$ cat src/rtl/wallace_pkg.sv
// Shared constants and types for the wallace 32x32 multiplier.
// LATENCY follows the WALLACE_PIPE3_EN build option.
package wallace_pkg;

    localparam int WIDTH  = 32;
    localparam int PWIDTH = 64;

`ifdef WALLACE_PIPE3_EN
    localparam int LATENCY = 3;
`else
    localparam int LATENCY = 2;
`endif

    typedef logic [PWIDTH-1:0] row_t;

    // Rows left after l layers of 3:2 compression starting from WIDTH rows.
    function automatic int rows_at(input int l);
        int n;
        n = WIDTH;
        for (int k = 0; k < l; k++) begin
            n = 2 * (n / 3) + (n % 3);
        end
        return n;
    endfunction

    localparam int LAYERS    = 8;   // 32,22,15,10,7,5,4,3,2
    localparam int MID_LAYER = 5;   // first layer output with at most 6 rows
    localparam int MID_ROWS  = rows_at(MID_LAYER);

endpackage

$ cat src/rtl/wallace_csa.sv
// Parameterized-width 3:2 carry-save compressor (one full adder per bit).
module wallace_csa #(
    parameter int W = 64
) (
    input  logic [W-1:0] x,
    input  logic [W-1:0] y,
    input  logic [W-1:0] z,
    output logic [W-1:0] sum,
    output logic [W-1:0] carry
);

    logic [W-1:0] maj;

    assign sum   = x ^ y ^ z;
    assign maj   = (x & y) | (x & z) | (y & z);
    // Top carry bit falls off: the product is exact modulo 2^64.
    assign carry = {maj[W-2:0], 1'b0};

endmodule

$ cat src/rtl/wallace.sv
// Pipelined unsigned 32x32 Wallace-tree multiplier, 64-bit product.
// Build option WALLACE_PIPE3_EN adds a register mid-tree (latency 3 instead of 2).
module wallace
    import wallace_pkg::*;
(
    input  logic              clk,
    input  logic              rst_n,
    input  logic              in_valid,
    input  logic [WIDTH-1:0]  a,
    input  logic [WIDTH-1:0]  b,
    output logic              out_valid,
    output logic [PWIDTH-1:0] p
);

    row_t tree [0:LAYERS][0:WIDTH-1];
    row_t lin  [0:LAYERS-1][0:WIDTH-1];
    row_t s1_sum;
    row_t s1_carry;
    logic s1_valid;
    logic tree_valid;

    genvar i, l, g, r;

    for (i = 0; i < WIDTH; i++) begin : g_pp
        assign tree[0][i] = b[i] ? (row_t'(a) << i) : '0;
    end

`ifdef WALLACE_PIPE3_EN
    row_t mid [0:MID_ROWS-1];
    logic mid_valid;

    always_ff @(posedge clk or negedge rst_n) begin
        if (!rst_n) begin
            for (int k = 0; k < MID_ROWS; k++) mid[k] <= '0;
            mid_valid <= 1'b0;
        end else begin
            for (int k = 0; k < MID_ROWS; k++) mid[k] <= tree[MID_LAYER][k];
            mid_valid <= in_valid;
        end
    end

    assign tree_valid = mid_valid;
`else
    assign tree_valid = in_valid;
`endif

    // Layer inputs; unused row slots are tied to zero so no column carries X.
    for (l = 0; l < LAYERS; l++) begin : g_lin
        for (r = 0; r < WIDTH; r++) begin : g_row
`ifdef WALLACE_PIPE3_EN
            if (l == MID_LAYER) begin : g_mid
                if (r < MID_ROWS) begin : g_reg
                    assign lin[l][r] = mid[r];
                end else begin : g_zero
                    assign lin[l][r] = '0;
                end
            end else begin : g_pass
                assign lin[l][r] = tree[l][r];
            end
`else
            assign lin[l][r] = tree[l][r];
`endif
        end
    end

    for (l = 0; l < LAYERS; l++) begin : g_layer
        localparam int N = rows_at(l);
        localparam int G = N / 3;
        localparam int M = rows_at(l + 1);

        for (g = 0; g < G; g++) begin : g_csa
            wallace_csa #(.W(PWIDTH)) u_csa (
                .x    (lin[l][3*g]),
                .y    (lin[l][3*g+1]),
                .z    (lin[l][3*g+2]),
                .sum  (tree[l+1][2*g]),
                .carry(tree[l+1][2*g+1])
            );
        end
        for (r = 0; r < N - 3*G; r++) begin : g_fwd
            assign tree[l+1][2*G+r] = lin[l][3*G+r];
        end
        for (r = M; r < WIDTH; r++) begin : g_pad
            assign tree[l+1][r] = '0;
        end
    end

    always_ff @(posedge clk or negedge rst_n) begin
        if (!rst_n) begin
            s1_sum    <= '0;
            s1_carry  <= '0;
            s1_valid  <= 1'b0;
            p         <= '0;
            out_valid <= 1'b0;
        end else begin
            s1_sum    <= tree[LAYERS][0];
            s1_carry  <= tree[LAYERS][1];
            s1_valid  <= tree_valid;
            p         <= s1_sum + s1_carry;
            out_valid <= s1_valid;
        end
    end

endmodule

$ cat config.mk
export PLATFORM = sky130hd
export DESIGN_NAME = wallace
export DESIGN_NICKNAME = d
export VERILOG_FILES = /design/src/rtl/wallace_pkg.sv /design/src/rtl/wallace_csa.sv /design/src/rtl/wallace.sv
export SDC_FILE = /design/constraint.sdc
export NUM_CORES = 2
export LEC_CHECK = 0
export ABC_AREA = 1
export CAP_MARGIN = 20
export CELL_PAD_IN_SITES_DETAIL_PLACEMENT = 2
export CELL_PAD_IN_SITES_GLOBAL_PLACEMENT = 2
export CORE_MARGIN = 5
export CORE_UTILIZATION = 40
export DETAILED_ROUTE_END_ITERATION = 8
export PLACE_DENSITY = 0.92
export SYNTH_ARGS = -nofsm -noshare
export SYNTH_HDL_FRONTEND = slang
export SYNTH_SLANG_ARGS = --single-unit
$ cat constraint.sdc
create_clock -name clk -period 2.25 [get_ports clk]
set_input_delay 0.45 -clock clk [delete_from_list [all_inputs] [get_ports clk]]
set_output_delay 0.45 -clock clk [all_outputs]
set_load 0.05 [all_outputs]
==> summary.txt, run 1 <==
Clk root buf: clkbuf_16
# IOs: 132
GRT overflow: 32
Err: [ERROR GRT-0116] Global routing finished with congestion. Check the congestion regions in the DRC Viewer.
Seq/Total Area, Yosys: 0.116
GPL Wtd Cong: 0.891
Top-count cell post-synth: inv_1
Number of flops mapped to enable cells by yosys: 0
DP Cell Count: 6455
Synth area leader: fa_1
Post-Place Cell Area: 46000 um2
Outcome: did not finish
Row Count: 115
Largest net degree at the start of global routing: 55
Ys Warns: 0
Top FF cell, synth: dfrtp_1
Yosys top cell area share: 0.457
Longest Clk Path Bufs: 2
First-pass GRT wire length: 499000 um
Ranking of synthesized cells by area: fa_1 (46%), inv_1 (16%), nand2_1 (14%)
Mapped Avg Cell Area: 8.00 um2
Htree depth: 4
Placement Setup Slack: -4.09 ns
Number of global-route vias before repair: 54.5k
Yosys reg bits: 184
HPWL Detailed: 173000 um
Initial Util: 0.404
Cell variety after synth: 32
Top cells by count, synth: inv_1 (1703), nand2_1 (1477), fa_1 (908)
Port Buffer Count: 131
All-Layer GR Usage: 0.684
Num CTS Buffers: 17
Failed at: global routing (5_1_grt)
Post-synth ARST share: 1.00
Die X-Extent: 325 um
Mapped Nets: 6158
Die H: 325 um
Clk sinks: 184
Synthesized area: 39800 um2
Post-Syn Instances: 4969
==> per-layer routing <==
layer,overflow,GRT usage
met1,0,0.675
met2,18,0.865
met3,0,0.522
met4,14,0.658
met5,0,0.319
==> cells by family after synthesis <==
logic type / count (synthesis) / synth area share
simple gates: 1687 / 0.168
compound gates: 41 / 0.00554
flops: 184 / 0.116
xor+xnor: 30 / 0.00661
fa+ha+maj: 1122 / 0.524
buf+inv: 1905 / 0.180
==> through the flow <==
step,utilization,hold slack [ns]
2_1_floorplan,-,0.154
3_3_place_gp,0.467,0.333
3_5_place_dp,0.467,0.341
4_1_cts,0.525,0.367
==> timing repair <==
| item | CTS |
|---|---|
| endpoints found under the hold margin | 44 |
| pin swaps | 436 |
| hold buffers | 1 |
| gates cloned | 27 |
| gates resized for setup | 1217 |
| setup endpoints to repair | 152 |
| setup buffers | 213 |
==> run 2, diff against run 1 <==
--- a/config.mk
+++ b/config.mk
@@ -7,12 +7,10 @@
 export LEC_CHECK = 0
 export ABC_AREA = 1
 export CAP_MARGIN = 20
-export CELL_PAD_IN_SITES_DETAIL_PLACEMENT = 2
-export CELL_PAD_IN_SITES_GLOBAL_PLACEMENT = 2
 export CORE_MARGIN = 5
 export CORE_UTILIZATION = 40
 export DETAILED_ROUTE_END_ITERATION = 8
-export PLACE_DENSITY = 0.92
+export PLACE_DENSITY_LB_ADDON = 0.15
 export SYNTH_ARGS = -nofsm -noshare
 export SYNTH_HDL_FRONTEND = slang
 export SYNTH_SLANG_ARGS = --single-unit
==> summary.txt, run 2 <==
Clk sinks: 184 (unchanged)
Max Fanout on Critical Path: 7
Htree depth: 4 (unchanged)
Routed wire per std cell: 19.2 um
ANT nets after route: 0
Largest registers: p x64, s1_sum x63, s1_carry x55
Number of global-route vias before repair: 33.8k
Area grow syn2layout: 34.1%
Final WL: 130000 um
Core ar.: 98600 um2
Crit-path max cell delay: 0.62 ns
Failing checks: setup timing
Synth area leader: fa_1
Number of fill cells: 8938
RSZ-0062 raised after global routing: true
Fraction of the cycle the final worst path needs: 2.14
Biggest register: p
Fin Clk Skew: 0.0172 ns
CP Data Arrival Time: 5.19 ns
Seq/Total Area, Yosys: 0.116 (unchanged)
Power share of the combinational group: 0.884
Post-Syn Instances: 4969 (unchanged)
Ys Warns: 0 (unchanged)
DRC: 0
All-Layer GR Usage: 0.252
Worst path most repeated cell: fa_2
Max_cap viols: 0
Longest Clk Path Bufs: 2 (unchanged)
Share of post-route cells with drive strength above 1: 0.297
Crit. End Element: register
Num CTS Buffers: 17 (unchanged)
Commonest non-fill, non-tap cell in the layout: inv_1
Critical path origin: a[19]
# IOs: 132 (unchanged)
Port Buffer Count: 131 (unchanged)
Setup violations, final: 113
Iteration-0 DRC Markers: 2033
Number of flops mapped to enable cells by yosys: 0 (unchanged)
Leak Pwr: 29.9 nW
Top-count cell post-synth: inv_1
Hold Path Class: reg2reg
DP Cell Count: 6479 (+0.37%)
HPWL Detailed: 96700 um (-44%)
Pre-Repair DR Iteration Count: 7
Cell depth of the worst hold path: 0
Critical path type: in2reg
Most frequent cells in the layout: inv_1 (1363), nand2_1 (1241), fa_1 (647)
Mapped Avg Cell Area: 8.00 um2 (unchanged)
Top FF cell, synth: dfrtp_1
Cell variety after synth: 32 (unchanged)
Outcome: finished, violations left
Yosys top cell area share: 0.457 (unchanged)
Placement Setup Slack: -3.49 ns (+0.591 ns)
Reg2reg end: p[50]
Clock Power Share: 0.036
Max Freq: 0.207 GHz
Initial Util: 0.404 (unchanged)
GRT overflow: 0
Top cells by count, synth: inv_1 (1703), nand2_1 (1477), fa_1 (908)
Non-Filler Instances: 6783
Final Core Density: 0.541
Initial antenna violation count: 3
Yosys reg bits: 184 (unchanged)
Die H: 325 um (unchanged)
Reg-to-Reg Start: s1_carry[47]
Post-synth ARST share: 1.00 (unchanged)
Fin. Hold Viols: 0
TritonCTS clock tree: yes
P_int: 41.6 mW
Die X-Extent: 325 um (unchanged)
Max reg flops: 64
Total number of vias: 31.4k
Worst Setup Start Kind: input pin
GPL Wtd Cong: 0.894 (+0.33%)
Clk root buf: clkbuf_16
Relative slew slack: 0.612
Largest net degree at the start of global routing: 55
Worst VDD drop: 2.17 mV
Mapped Nets: 6158 (unchanged)
R2R Setup Slk: 0.10 ns
Worst path required time: 2.61 ns
Worst path slowest cell: fa_2
First-pass GRT wire length: 202000 um
Final min period: 4.83 ns
Die area: 106000 um2
Final Max Slew Viols: 0
Worst Hold Endpoint: p[7]
Synthesized area: 39800 um2 (unchanged)
Sequential power share: 0.080
Worst-case reg-to-reg path depth: 8
Net Sw Frac: 0.514
Net Sw Power: 44.0 mW
Clock transition at the registers of the reported paths: 0.07 ns
Worst Hold Launch: s1_sum[7]
Ranking of synthesized cells by area: fa_1 (46%), inv_1 (16%), nand2_1 (14%)
Avg Vias per Cell: 4.63
Final net count: 6673
Worst-Skew Late Latency: 0.49 ns
PwrDens: 1610 nW/um2
Measured slew at the worst slew-check pin: 0.582 ns
Crit path cell chain: buf_12 -> buf_12 -> buf_12 -> buf_4 -> buf_6 -> nand2_4 -> inv_2 -> fa_1 -> inv_2 -> fa_2 -> fa_1 -> fa_2 -> fa_2 -> fa_1 -> inv_2 -> fa_2 -> ha_4
Post-route worst setup slack: -2.58 ns
Row Count: 115 (unchanged)
[run 2: cell counts after synthesis]
Identical to the previous run, type by type.
[run 2: critical path: cells and delay by family]
family	cells	cell delay (ns)
AND/OR/NAND/NOR	1	0.04
adder cells (fa/ha/maj)	8	3.94
buffers and inverters	8	0.73
[run 2: area by class of cell]
cell class | count | area (um2) | share of cell area
multi-input combinational | 2880 | 30800 | 0.578
timing repair buffer | 688 | 9260 | 0.174
antenna | 1 | 2.50 | 0.0000469
tap | 1287 | 1610 | 0.0302
clock buffer | 20 | 457 | 0.00856
clock inverter | 10 | 134 | 0.00251
sequential | 184 | 4600 | 0.0863
inverter | 1713 | 6430 | 0.121
[run 2: metrics by stage]
step                      TNS, ns  hold slack [ns]  cell area [um2]  power, mW
after floorplan           -232.96            0.154            43100       48.5
after global placement    -345.06            0.332            46300       69.4
after detailed placement  -346.93            0.336            46300       70.6
after CTS                 -243.90            0.351            52100       83.8
after global routing      -250.20            0.355            53300       96.3
final                     -241.97            0.348            53300       85.6
[run 2: per-layer routing]
layer | wire length (um) | vias to the layer above | share of wire | GRT usage
met4 | 5800 | 2 | 0.044 | 0.0940
met3 | 9230 | 219 | 0.071 | 0.0524
met2 | 60700 | 954 | 0.47 | 0.410
met1 | 54700 | 15720 | 0.42 | 0.336
met5 | 10 | - | 0.000077 | 0
li1 | - | 14500 | - | -
[run 2: how the worst max path moves through the flow]
| stage | endpoint | slack (ns) | cells after the start |
|---|---|---|---|
| final | s1_sum[24] | -2.58 | 17 |
| after global routing | s1_sum[31] | -2.64 | 15 |
| after CTS | s1_sum[46] | -2.57 | 20 |
| after detailed placement | s1_sum[31] | -3.49 | 16 |
| after global placement | s1_sum[24] | -3.48 | 13 |
| after floorplan | s1_sum[31] | -2.61 | 15 |
[run 2: cells by family (layout without fill, tap and decap cells)]
group / after synthesis / after routing / synth area share
compound gates: 41 / 41 / 0.00554
xor+xnor: 30 / 30 / 0.00661
fa+ha+maj: 1122 / 1122 / 0.524
buf+inv: 1905 / 2431 / 0.180
flops: 184 / 184 / 0.116
other cells: 0 / 1 / 0
simple gates: 1687 / 1687 / 0.168
[run 2: power by group through the flow]
stage | Clock, mW | Combinational (mW) | Sequential, mW
after floorplan | 0 | 39.8 | 8.69
after global placement | 0 | 62.5 | 6.90
after detailed placement | 0 | 63.7 | 6.90
after CTS | 3.19 | 73.7 | 6.89
after global routing | 3.32 | 86.0 | 6.98
final | 3.09 | 75.7 | 6.87
[run 2: timing repair]
action,4_1_cts,5_1_grt
setup buffers,185,63
pin swaps,342,329
setup endpoints to repair,114,121
gates cloned,50,2
hold buffers,1,0
resized for setup,942,475
endpoints found under the hold margin,48,0
No activity file was read; power rests on OpenSTA's default activity.
